**src/rtl/x_uart_pkg.sv**
```systemverilog
// Shared types and constants for the UART command receiver.
package x_uart_pkg;

  typedef enum logic [2:0] {IDLE, START, DATA, STOP, BREAK} uart_rx_state_t;

  localparam int UART_DATA_BITS = 8;

endpackage

```
**src/rtl/x_sync.sv**
```systemverilog
// Flop chain that brings an asynchronous input into the clk domain.
module x_sync #(
  parameter int   STAGES    = 2,
  parameter logic RESET_VAL = 1'b1
) (
  input  logic clk,
  input  logic rst_n,
  input  logic d,
  output logic q
);

  logic [STAGES-1:0] chain_reg;

  always_ff @(posedge clk or negedge rst_n) begin
    if (!rst_n) begin
      chain_reg <= {STAGES{RESET_VAL}};
    end else begin
      chain_reg <= {chain_reg[STAGES-2:0], d};
    end
  end

  assign q = chain_reg[STAGES-1];

endmodule

```
**src/rtl/x_uart_rx_cmd.sv**
```systemverilog
// 8N1 UART receiver feeding a one-entry command buffer with valid/accept,
// flagging frames lost to framing errors or buffer overrun.
module x_uart_rx_cmd #(
  parameter int CLKS_PER_BIT = 104,
  parameter int SYNC_STAGES  = 2
) (
  input  logic       i_clk,
  input  logic       i_nrst,
  input  logic       i_rx,
  output logic       o_valid,
  input  logic       i_accept,
  output logic [7:0] o_cmd,
  output logic       o_frame_err,
  output logic       o_overrun
);
  import x_uart_pkg::*;

  localparam int TW = $clog2(CLKS_PER_BIT);
  localparam int IW = $clog2(UART_DATA_BITS);
  localparam logic [TW-1:0] T_LAST   = TW'(CLKS_PER_BIT - 1);
  localparam logic [TW-1:0] T_MID    = TW'(CLKS_PER_BIT / 2 - 1);
  localparam logic [IW-1:0] IDX_LAST = IW'(UART_DATA_BITS - 1);

  logic rx_s;

  uart_rx_state_t             state_reg, state_next;
  logic [TW-1:0]              timer_reg, timer_next;
  logic [IW-1:0]              bit_idx_reg, bit_idx_next;
  logic [UART_DATA_BITS-1:0]  shift_reg, shift_next;
  logic [UART_DATA_BITS-1:0]  cmd_reg, cmd_next;
  logic                       valid_reg, valid_next;
  logic                       frame_err_reg, frame_err_next;
  logic                       overrun_reg, overrun_next;
  logic                       complete;

  x_sync #(
    .STAGES   (SYNC_STAGES),
    .RESET_VAL(1'b1)
  ) u_rx_sync (
    .clk  (i_clk),
    .rst_n(i_nrst),
    .d    (i_rx),
    .q    (rx_s)
  );

  always_ff @(posedge i_clk or negedge i_nrst) begin
    if (!i_nrst) begin
      state_reg     <= IDLE;
      timer_reg     <= '0;
      bit_idx_reg   <= '0;
      shift_reg     <= '0;
      cmd_reg       <= '0;
      valid_reg     <= 1'b0;
      frame_err_reg <= 1'b0;
      overrun_reg   <= 1'b0;
    end else begin
      state_reg     <= state_next;
      timer_reg     <= timer_next;
      bit_idx_reg   <= bit_idx_next;
      shift_reg     <= shift_next;
      cmd_reg       <= cmd_next;
      valid_reg     <= valid_next;
      frame_err_reg <= frame_err_next;
      overrun_reg   <= overrun_next;
    end
  end

  always_comb begin
    state_next     = state_reg;
    timer_next     = (timer_reg == T_LAST) ? '0 : timer_reg + TW'(1);
    bit_idx_next   = bit_idx_reg;
    shift_next     = shift_reg;
    cmd_next       = cmd_reg;
    valid_next     = valid_reg;
    frame_err_next = 1'b0;
    overrun_next   = 1'b0;
    complete       = 1'b0;

    case (state_reg)
      IDLE: begin
        timer_next = '0;
        if (!rx_s) state_next = START;
      end
      START: begin
        if (timer_reg == T_MID) begin
          if (rx_s) begin
            state_next = IDLE;
          end else begin
            state_next   = DATA;
            timer_next   = '0;
            bit_idx_next = '0;
          end
        end
      end
      DATA: begin
        if (timer_reg == T_LAST) begin
          shift_next = {rx_s, shift_reg[UART_DATA_BITS-1:1]};
          if (bit_idx_reg == IDX_LAST) state_next = STOP;
          else bit_idx_next = bit_idx_reg + IW'(1);
        end
      end
      STOP: begin
        if (timer_reg == T_LAST) begin
          if (rx_s) begin
            complete   = 1'b1;
            state_next = IDLE;
          end else begin
            frame_err_next = 1'b1;
            state_next     = BREAK;
          end
        end
      end
      BREAK: begin
        // Hold here until the line returns high so a stuck-low line cannot restart a frame.
        if (rx_s) state_next = IDLE;
      end
      default: state_next = IDLE;
    endcase

    if (complete) begin
      if (!valid_reg || i_accept) begin
        cmd_next   = shift_reg;
        valid_next = 1'b1;
      end else begin
        overrun_next = 1'b1;
      end
    end else if (valid_reg && i_accept) begin
      valid_next = 1'b0;
    end
  end

  assign o_valid     = valid_reg;
  assign o_cmd       = cmd_reg;
  assign o_frame_err = frame_err_reg;
  assign o_overrun   = overrun_reg;

endmodule

```
**config.mk**
```make
export PLATFORM = sky130hd
export DESIGN_NAME = x_uart_rx_cmd
export DESIGN_NICKNAME = d
export VERILOG_FILES = /design/src/rtl/x_uart_pkg.sv /design/src/rtl/x_sync.sv /design/src/rtl/x_uart_rx_cmd.sv
export SDC_FILE = /design/constraint.sdc
export NUM_CORES = 1
export LEC_CHECK = 0
export ABC_AREA = 1
export BUFFER_PORTS_ARGS = -buffer_cell sky130_fd_sc_hd__buf_2
export CAP_MARGIN = 25
export CELL_PAD_IN_SITES_DETAIL_PLACEMENT = 1
export CELL_PAD_IN_SITES_GLOBAL_PLACEMENT = 2
export CORE_ASPECT_RATIO = 1.75
export CORE_MARGIN = 5
export CORE_UTILIZATION = 35
export CTS_CLUSTER_DIAMETER = 30
export CTS_CLUSTER_SIZE = 12
export DETAILED_ROUTE_END_ITERATION = 10
export PLACE_DENSITY = 0.89
export SLEW_MARGIN = 30
export SYNTH_ARGS = -nofsm -noshare
export SYNTH_HDL_FRONTEND = slang
export SYNTH_SLANG_ARGS = --single-unit
```
**constraint.sdc**
```tcl
create_clock -name i_clk -period 1.65 [get_ports i_clk]
set_input_delay 0.0825 -clock i_clk [delete_from_list [all_inputs] [get_ports i_clk]]
set_output_delay 0.0825 -clock i_clk [all_outputs]
set_load 0.02 [all_outputs]
```
==> results.sh, run 1 <==
export IMPL_dieWidth_um=60.33
export IMPL_ant_nets=0
export IMPL_area_growth_syn_to_layout_pct=21.05
export IMPL_post_route_period_util_pct=94.20
export IMPL_ys_flop_type="sky130_fd_sc_hd__dfrtp_1"
export IMPL_yosysMostFrequentCell="sky130_fd_sc_hd__nand2_1"
export IMPL_hold_start="i_accept"
export IMPL_clock_sink_count=34
export IMPL_final_cell_area_mm2=0.001878
export IMPL_netlist_top_cell_by_area="sky130_fd_sc_hd__dfrtp_1"
export IMPL_critical_path_slowest_cell="sky130_fd_sc_hd__dfrtp_1"
export IMPL_root_buffer_cell="sky130_fd_sc_hd__clkbuf_8"
export IMPL_largest_family_of_logic_cells_by_synthesized_area="simple AND/OR/NAND/NOR gates"
export IMPL_synth_mux_area_share_pct=0
export IMPL_critPathMaxStageDelay_ns=0.37
export IMPL_cts_tree="done"
export IMPL_reg2reg_launch_point="timer_reg[0]"
export IMPL_timing_critical_path_buf_inv=1
export IMPL_die_y_um=98.08
export IMPL_worst_skew_pair_late_latency_ns=0.29
export IMPL_worstSetupStartpointType="flip-flop"
export IMPL_yosys_area_share_adder_pct=2.419
export IMPL_synth_enable_flop_cells=0
export IMPL_maxClockFrequency_ghz=0.6434
export IMPL_hold_path_class="in2reg"
export IMPL_floorplan_initialDensity_pct=35.55
export IMPL_finalSetupViolations=0
export IMPL_fin_worst_skew_ns=0.005885
export IMPL_post_layout_total_power_mw=1.789
export IMPL_fp_dieArea_mm2=0.005917
export IMPL_wire_per_inst_um=12.42
export IMPL_worst_path_max_fanout=8
export IMPL_clkSlewWorstSetupHoldPaths_ns=0.08
export IMPL_vias_per_cell=4.710
export IMPL_tritoncts_num_buffers=5
export IMPL_synth_warnings=0
export IMPL_post_syn_nets=191
export IMPL_hold_end="o_overrun"
export IMPL_synthSimpleGateAreaFrac_pct=31.53
export IMPL_path_cells="ha_2 -> nand2_2 -> nor2_4 -> nand2_4 -> nor3_4 -> buf_6 -> nand3_1 -> nand2_1"
export IMPL_dr_first_iter_drc_count=38
export IMPL_first_global_vias=1289
export IMPL_design_final_nets=217
export IMPL_synthArstFlopShare_pct=100.0
export IMPL_compound_gate_fraction_of_synth_area_pct=3.710
export IMPL_gp_routability_congestion=0.7567
export IMPL_synth_cell_type_count=25
export IMPL_rr_endpoint="o_cmd[6]"
export IMPL_worst_slew_pin_slew_ns=0.7512
export IMPL_overall_track_demand_over_capacity_in_global_routing_pct=12.89
export IMPL_io_pin_count=15
export IMPL_dpl_cell_area_mm2=0.001692
export IMPL_syn_area_mm2=0.001551
export IMPL_rows=32
export IMPL_crit_path_end_kind="flip-flop"
export IMPL_synthCells=184
export IMPL_slew_hr_pct=49.92
export IMPL_synth_top_area_share_pct=51.61
export IMPL_worst_ep_required_time_ns=1.88
export IMPL_antenna_cells_inserted=0
export IMPL_r2r_slack_ns=0.1
export IMPL_antenna_found_initial=0
export IMPL_holdPathStages=4
export IMPL_floorplan_core_area_mm2=0.004364
export IMPL_leakage_nw=1.052
export IMPL_result_of_the_run="complete, no violations"
export IMPL_yosys_top_cells_area="sky130_fd_sc_hd__dfrtp_1, sky130_fd_sc_hd__nand2_1, sky130_fd_sc_hd__nand3_1, sky130_fd_sc_hd__nor2_1, sky130_fd_sc_hd__inv_1"
export IMPL_timing_final_crit_period_ns=1.554
export IMPL_mapped_avg_cell_area_um2=8.432
export IMPL_slew_violations=0
export IMPL_vdd_drop_max_mv=0.6242
export IMPL_detailedPlacementHpwl_um=2501
export IMPL_vias=1234
export IMPL_drt_total_wl_um=3254
export IMPL_synth_cells_most_frequent="sky130_fd_sc_hd__nand2_1, sky130_fd_sc_hd__dfrtp_1, sky130_fd_sc_hd__nor2_1"
export IMPL_cap_violations=0
export IMPL_cp_arrival_ns=1.78
export IMPL_place_port_buffers=14
export IMPL_worst_setup_path_type="reg2reg"
export IMPL_grt_max_degree=35
export IMPL_first_pass_iters=3
export IMPL_powerDensity_mw_per_mm2=952.8
export IMPL_synth_seq_cells=34
export IMPL_clk_path_buf_depth=2
export IMPL_n_fill_cell=546
export IMPL_htreeDepth=2
export IMPL_drcViolationCount=0
export IMPL_grt_first_pass_wirelength_um=5830
export IMPL_synth_yosys_seq_area_share_pct=55.00
export IMPL_number_of_hold_violations_in_the_final_report=0
export IMPL_grt_overflow_total=0
export IMPL_cpLargestDelayFamily="simple AND/OR/NAND/NOR gates"
export IMPL_final_layout_size_suffix_gt1_share_pct=19.43
export IMPL_yosys_area_share_xor_xnor_pct=1.694
export IMPL_r2r_cells=8
==> cell type report <==
class                           count  area, µm²  share of cell area [%]
Timing Repair Buffer               21      131.4                   6.995
Sequential cell                    34      853.3                   45.44
Multi-Input combinational cell    127      613.1                   32.64
Clock inverter                      3      68.82                   3.664
Inverter                           21      78.83                   4.197
Tap cell                           51      63.81                   3.398
Clock buffer                        5      68.82                   3.664
==> logic make-up (layout without fill, tap and decap cells) <==
| logic type | Yosys count | in the layout |
|---|---|---|
| simple gates | 110 | 110 |
| compound gates | 11 | 11 |
| fa+ha+maj | 3 | 3 |
| xor+xnor | 3 | 3 |
| buf+inv | 23 | 50 |
| flops | 34 | 34 |
==> worst min-delay path, delay by kind of cell <==
family / cells / cell delay (ns)
and+or+nand+nor: 2 / 0.41
buffers and inverters: 2 / 0.11
==> routing by layer <==
metal	part of all wire, %	vias up	global-route usage, %
li1	-	624	-
met1	40	586	14.14
met2	54	17	21.92
met3	3.7	7	3.175
met4	2.4	0	6.655
met5	0	-	0
==> how the worst max path moves through the flow <==
stage	startpoint	end	slack (ns)	depth (start not counted)
final	timer_reg[0]	o_cmd[6]	0.1	8
after global routing	timer_reg[0]	o_cmd[6]	-0.005	8
after CTS	timer_reg[0]	o_cmd[0]	0.04	8
after detailed placement	timer_reg[0]	o_cmd[7]	0.06	8
after global placement	timer_reg[0]	o_cmd[6]	0.13	8
after floorplan	timer_reg[0]	o_cmd[0]	0.18	8
==> placed cells by master (no fill, tap or decap), types with 2 or more instances in the layout <==
master,count
sky130_fd_sc_hd__a21oi_1,5
sky130_fd_sc_hd__buf_2,14
sky130_fd_sc_hd__buf_4,4
sky130_fd_sc_hd__bufinv_16,2
sky130_fd_sc_hd__clkbuf_8,5
sky130_fd_sc_hd__dfrtp_1,32
sky130_fd_sc_hd__dfstp_2,2
sky130_fd_sc_hd__dlygate4sd3_1,2
sky130_fd_sc_hd__ha_1,2
sky130_fd_sc_hd__inv_1,18
sky130_fd_sc_hd__inv_2,3
sky130_fd_sc_hd__nand2_1,58
sky130_fd_sc_hd__nand2_2,2
sky130_fd_sc_hd__nand2_4,2
sky130_fd_sc_hd__nand3_1,18
sky130_fd_sc_hd__nor2_1,23
sky130_fd_sc_hd__o21ai_1,4
sky130_fd_sc_hd__xor2_1,2
==> metrics by stage <==
| stage | setup TNS [ns] | cells | setup slack [ns] | utilization [%] | hold slack (ns) |
|---|---|---|---|---|---|
| finish | 0 | 262 | 0.09574 | 43.03 | 0.3547 |
| global route | -0.004756 | 262 | -0.004635 | 43.03 | 0.3653 |
| CTS | 0 | 259 | 0.04279 | 42.37 | 0.3496 |
| detailed placement | 0 | 249 | 0.06223 | 38.76 | 0.1909 |
| global placement | 0 | 249 | 0.1265 | 38.76 | 0.1883 |
| floorplan | 0 | 184 | 0.1848 | - | -0.2131 |
==> repair_timing <==
action                                  CTS  global route
gates resized for setup                   0             2
buffers inserted                          0             3
endpoints found under the setup margin    0             8
hold buffers                              2             0
hold endpoints to repair                 33             0
==> power by group <==
part           total [mW]  switching (mW)  internal (mW)
registers           0.839         0.00140          0.837
logic              0.0298          0.0227        0.00702
clock network       0.921           0.316          0.605
total                1.79           0.340           1.45
Note: power is estimated with default switching activity, not from simulation.
==> inputs of run 2 (changes only) <==
Settings changed: CAP_MARGIN 25 to 30, CORE_ASPECT_RATIO 1.75 to 0.8.
==> results.sh, run 2 (synthesis results as in run 1) <==
export IMPL_final_layout_size_suffix_gt1_share_pct=19.14
export IMPL_cap_violations=0
export IMPL_slew_hr_pct=48.58
export IMPL_grt_max_degree=35
export IMPL_detailedPlacementHpwl_um=2571
export IMPL_post_route_period_util_pct=94.09
export IMPL_drcViolationCount=0
export IMPL_top_routing_layer_in_use="met4"
export IMPL_vias_per_cell=4.752
export IMPL_worst_slew_pin_slew_ns=0.7712
export IMPL_grt_overflow_total=0
export IMPL_cp_arrival_ns=1.78
export IMPL_postLayoutSetupSlackWorst_ns=0.09747
export IMPL_pre_cts_ws_ns=-0.01537
export IMPL_maxClockFrequency_ghz=0.6441
export IMPL_worst_path_max_fanout=8
export IMPL_rr_endpoint="o_cmd[5]"
export IMPL_ant_nets=0
export IMPL_wirelength_met1_um=1548
export IMPL_layout_common_cells="sky130_fd_sc_hd__nand2_1, sky130_fd_sc_hd__dfrtp_1, sky130_fd_sc_hd__nor2_1"
export IMPL_r2r_slack_ns=0.1
export IMPL_cts_tree="done"
export IMPL_floorplan_core_area_mm2=0.004230
export IMPL_slew_violations=0
export IMPL_crit_end="o_cmd[5]"
export IMPL_vdd_drop_max_mv=0.3019
export IMPL_gp_routability_congestion=0.7633
export IMPL_powerDensity_mw_per_mm2=830.8
export IMPL_reg2reg_launch_point="timer_reg[0]"
export IMPL_result_of_the_run="complete, no violations"
export IMPL_root_buffer_cell="sky130_fd_sc_hd__clkbuf_8"
export IMPL_first_pass_iters=4
export IMPL_final_cell_count_no_fill=266
export IMPL_clk_path_buf_depth=2
export IMPL_timing_final_crit_period_ns=1.553
export IMPL_finalSetupViolations=0
export IMPL_clock_sink_count=34
export IMPL_placedCellCount=254
export IMPL_worst_ep_required_time_ns=1.88
export IMPL_layout_cells_most_common="sky130_fd_sc_hd__nand2_1"
export IMPL_tritoncts_num_buffers=5
export IMPL_dr_first_iter_drc_count=42
export IMPL_hold_path_class="reg2reg"
export IMPL_vias=1264
export IMPL_post_layout_total_power_mw=1.525
export IMPL_antenna_cells_inserted=0
export IMPL_n_fill_cell=518
export IMPL_floorplan_initialDensity_pct=36.68
export IMPL_worst_setup_path_type="reg2reg"
export IMPL_worstSetupStartpointType="flip-flop"
export IMPL_setup_repair_after_global_routing_missed_its_margin="false"
export IMPL_place_port_buffers=14
export IMPL_routed_wl_met3_um=120
export IMPL_die_y_um=69.55
export IMPL_wire_per_inst_um=12.89
export IMPL_number_of_hold_violations_in_the_final_report=0
export IMPL_dieWidth_um=84.44
export IMPL_clkSlewWorstSetupHoldPaths_ns=0.08
export IMPL_drt_total_wl_um=3429
export IMPL_r2r_cells=8
export IMPL_fp_dieArea_mm2=0.005873
export IMPL_htreeDepth=2
export IMPL_design_final_nets=215
export IMPL_area_growth_syn_to_layout_pct=18.31
export IMPL_final_util_pct=43.39
export IMPL_first_global_vias=1399
export IMPL_fin_worst_skew_ns=0.008192
export IMPL_leakage_nw=1.039
export IMPL_setup_total_negative_slack_ns=0
export IMPL_route_met2_wl_um=1738
export IMPL_worst_skew_pair_late_latency_ns=0.29
export IMPL_io_pin_count=15
export IMPL_crit_path_end_kind="flip-flop"
export IMPL_grt_first_pass_wirelength_um=6320
export IMPL_overall_track_demand_over_capacity_in_global_routing_pct=13.27
export IMPL_rows=21
export IMPL_antenna_found_initial=0
export IMPL_crit_start="timer_reg[0]"
export IMPL_hold_start="u_rx_sync.chain_reg[0]"
run 2: metrics by stage:
| stage | area [µm²] | hold WS [ns] |
|---|---|---|
| floorplan | 1551 | -0.2131 |
| global placement | 1692 | 0.1881 |
| detailed placement | 1692 | 0.1914 |
| CTS | 1822 | 0.3582 |
| global route | 1836 | 0.3592 |
| finish | 1836 | 0.3569 |
run 2: report_power, final:
part           internal (mW)  switching [mW]
registers              0.837         0.00149
logic                0.00704          0.0231
clock network          0.335           0.320
run 2: critical path: stages, from the launching register on:
cell                      delay [ns]
sky130_fd_sc_hd__dfrtp_1        0.38
sky130_fd_sc_hd__ha_2           0.23
sky130_fd_sc_hd__nand2_2        0.07
sky130_fd_sc_hd__nor2_4         0.14
sky130_fd_sc_hd__nand2_4        0.10
sky130_fd_sc_hd__nor3_4         0.24
sky130_fd_sc_hd__buf_6          0.16
sky130_fd_sc_hd__nand3_1        0.08
sky130_fd_sc_hd__nand2_1        0.09
run 2: area by class of cell:
type	instances	area, µm²	area share, %
inverters	21	78.83	4.294
multi-input cells	127	620.6	33.81
clock buffers	6	82.58	4.499
repair buffers	19	116.4	6.339
flip-flops and latches	34	853.3	46.49
clock inverters	2	12.51	0.6817
well taps	57	71.32	3.885
run 2: routing by layer:
metal | GRT usage, % | vias to the layer above
li1 | - | 623
met1 | 16.42 | 620
met2 | 21.98 | 17
met3 | 4.632 | 4
met4 | 3.691 | 0
met5 | 0 | -
run 2: how the worst min path moves through the flow:
stage	endpoint	slack [ns]	cells past startpoint
2_1_floorplan	bit_idx_reg[0]	-0.21	0
3_3_place_gp	bit_idx_reg[2]	0.19	1
3_5_place_dp	u_rx_sync.chain_reg[0]	0.19	1
4_1_cts	u_rx_sync.chain_reg[1]	0.36	0
5_1_grt	u_rx_sync.chain_reg[1]	0.36	0
6_report	u_rx_sync.chain_reg[1]	0.36	0
run 2: what timing repair did:
item	4_1_cts	5_1_grt
setup buffers	2	0
setup endpoints to repair	8	13
hold buffers	2	0
gates resized for setup	0	4
endpoints found under the hold margin	33	0
pin swaps	1	1
==> inputs of run 3 (changes only) <==
Settings changed: CORE_ASPECT_RATIO 0.8 to 1.1.
==> results.sh, run 3 (synthesis results as in run 1) <==
export IMPL_fin_worst_skew_ns=0.009132
export IMPL_worst_ep_required_time_ns=1.88
export IMPL_final_cell_area_mm2=0.001836
export IMPL_tritoncts_num_buffers=5
export IMPL_grt_overflow_total=0
export IMPL_pwr_share_seq_pct=55.8
export IMPL_sw_frac_of_total_pct=21.62
export IMPL_power_switching_mw=0.3255
export IMPL_clk_path_buf_depth=2
export IMPL_r2r_cells=8
export IMPL_cts_tree="done"
export IMPL_hold_start="i_accept"
export IMPL_layout_common_cells="sky130_fd_sc_hd__nand2_1, sky130_fd_sc_hd__dfrtp_1, sky130_fd_sc_hd__nor2_1"
export IMPL_result_of_the_run="complete, no violations"
export IMPL_wire_per_inst_um=12.92
export IMPL_number_of_hold_violations_in_the_final_report=0
export IMPL_timing_final_crit_period_ns=1.541
export IMPL_ant_nets=0
export IMPL_drcViolationCount=0
export IMPL_slew_hr_pct=49.63
export IMPL_maxClockFrequency_ghz=0.6491
export IMPL_crit_path_end_kind="flip-flop"
export IMPL_holdPathStages=4
export IMPL_antenna_found_initial=0
export IMPL_setup_repair_after_global_routing_missed_its_margin="false"
export IMPL_top_routing_layer_in_use="met4"
export IMPL_dr_first_iter_drc_count=51
export IMPL_vdd_drop_max_mv=0.5403
export IMPL_antenna_cells_inserted=0
export IMPL_finalSetupViolations=0
export IMPL_gp_routability_congestion=0.8641
export IMPL_cap_violations=0
export IMPL_fp_dieArea_mm2=0.005866
export IMPL_first_pass_iters=4
export IMPL_floorplan_initialDensity_pct=36.20
export IMPL_htreeDepth=2
export IMPL_worstSetupStartpointType="flip-flop"
export IMPL_worst_slew_pin_slew_ns=0.7556
export IMPL_slew_violations=0
export IMPL_pwr_share_comb_pct=2.0
export IMPL_final_cell_count_no_fill=264
export IMPL_cp_arrival_ns=1.77
export IMPL_rows=25
export IMPL_floorplan_core_area_mm2=0.004285
export IMPL_dpl_cell_area_mm2=0.001695
export IMPL_first_global_vias=1289
export IMPL_powerDensity_mw_per_mm2=820.1
export IMPL_leakage_nw=1.030
export IMPL_final_hold_worst_slack_ns=0.3487
export IMPL_io_pin_count=15
export IMPL_routed_wl_met3_um=145
export IMPL_place_port_buffers=14
export IMPL_vias=1225
export IMPL_hold_path_class="in2reg"
export IMPL_dieWidth_um=73.48
export IMPL_area_growth_syn_to_layout_pct=18.31
export IMPL_die_y_um=79.83
export IMPL_drt_total_wl_um=3412
export IMPL_vias_per_cell=4.640
export IMPL_worst_path_max_fanout=8
export IMPL_route_met2_wl_um=1789
export IMPL_wirelength_met1_um=1445
export IMPL_hold_end="o_overrun"
export IMPL_rr_endpoint="o_cmd[6]"
export IMPL_detailedPlacementHpwl_um=2580
export IMPL_placedCellCount=252
export IMPL_final_layout_size_suffix_gt1_share_pct=20.48
export IMPL_post_route_period_util_pct=93.37
export IMPL_grt_first_pass_wirelength_um=5940
export IMPL_clock_sink_count=34
export IMPL_n_fill_cell=532
export IMPL_setup_total_negative_slack_ns=0
export IMPL_overall_track_demand_over_capacity_in_global_routing_pct=13.07
export IMPL_reg2reg_launch_point="timer_reg[0]"
export IMPL_design_final_nets=216
export IMPL_layout_cells_most_common="sky130_fd_sc_hd__nand2_1"
export IMPL_worst_skew_pair_late_latency_ns=0.29
export IMPL_grt_max_degree=35
export IMPL_cell_int_power_mw=1.180
export IMPL_r2r_slack_ns=0.11
export IMPL_clkSlewWorstSetupHoldPaths_ns=0.07
export IMPL_worst_setup_path_type="reg2reg"
export IMPL_power_clock_fraction_pct=42.3
export IMPL_root_buffer_cell="sky130_fd_sc_hd__clkbuf_8"
export IMPL_final_util_pct=42.83
==> run 3: cell count changes in the layout (fill, tap and decap cells not counted) <==
cell	before	now
sky130_fd_sc_hd__nor2_1	23	20
sky130_fd_sc_hd__nor2_2	1	4
sky130_fd_sc_hd__buf_4	2	4
sky130_fd_sc_hd__buf_6	1	0
sky130_fd_sc_hd__ha_1	2	3
sky130_fd_sc_hd__ha_2	1	0
sky130_fd_sc_hd__nand2_2	2	3
sky130_fd_sc_hd__nand2_4	3	2
==> run 3: worst max path at each step <==
stage | startpoint | endpoint | depth (start not counted)
3_3_place_gp | timer_reg[0] | o_cmd[5] | 8
2_1_floorplan | timer_reg[0] | o_cmd[0] | 8
6_report | timer_reg[0] | o_cmd[6] | 8
4_1_cts | timer_reg[0] | o_cmd[1] | 8
5_1_grt | timer_reg[0] | bit_idx_reg[0] | 11
3_5_place_dp | timer_reg[0] | o_cmd[1] | 8
==> run 3: layout make-up <==
class | instances | area [µm²] | share of cell area [%]
repair buffers | 20 | 120.1 | 6.544
inverters | 21 | 78.83 | 4.294
clock inverters | 2 | 12.51 | 0.6817
flip-flops and latches | 34 | 853.3 | 46.49
well taps | 54 | 67.56 | 3.681
clock buffers | 6 | 82.58 | 4.499
multi-input cells | 127 | 620.6 | 33.81
==> run 3: power by group through the flow <==
stage	combinational (mW)	clock (mW)	sequential [mW]
finish	0.0296	0.636	0.839
global route	0.0356	0.698	0.839
CTS	0.0313	0.661	0.839
detailed placement	0.0276	0	0.855
global placement	0.0267	0	0.855
floorplan	0.00576	0	0.855
==> run 3: what timing repair did <==
item / in CTS / in global routing
gates resized for setup: 0 / 4
setup buffers: 0 / 2
setup endpoints to repair: 0 / 12
hold buffers: 2 / 0
hold endpoints to repair: 33 / 0
==> run 3: through the flow <==
| stage | total power [mW] | worst slack (ns) |
|---|---|---|
| 6_report | 1.505 | 0.1094 |
| 4_1_cts | 1.531 | 0.02311 |
| 2_1_floorplan | 0.8603 | 0.1848 |
| 3_5_place_dp | 0.8826 | 0.03872 |
| 5_1_grt | 1.572 | 0.003170 |
| 3_3_place_gp | 0.8813 | 0.1483 |
==> run 3: worst max-delay path: stages, from the launching register on <==
cell                      delay, ns
sky130_fd_sc_hd__dfrtp_1       0.36
sky130_fd_sc_hd__ha_1          0.20
sky130_fd_sc_hd__nand2_2       0.08
sky130_fd_sc_hd__nor2_4        0.14
sky130_fd_sc_hd__nand2_4       0.10
sky130_fd_sc_hd__nor3_4        0.28
sky130_fd_sc_hd__buf_4         0.18
sky130_fd_sc_hd__nand3_1       0.06
sky130_fd_sc_hd__nand2_1       0.09
==> run 3: routing by layer <==
metal | track usage [%] | up-vias
met2 | 22.34 | 22
met4 | 3.804 | 0
met3 | 3.401 | 4
li1 | - | 619
met1 | 15.93 | 580
met5 | 0 | -
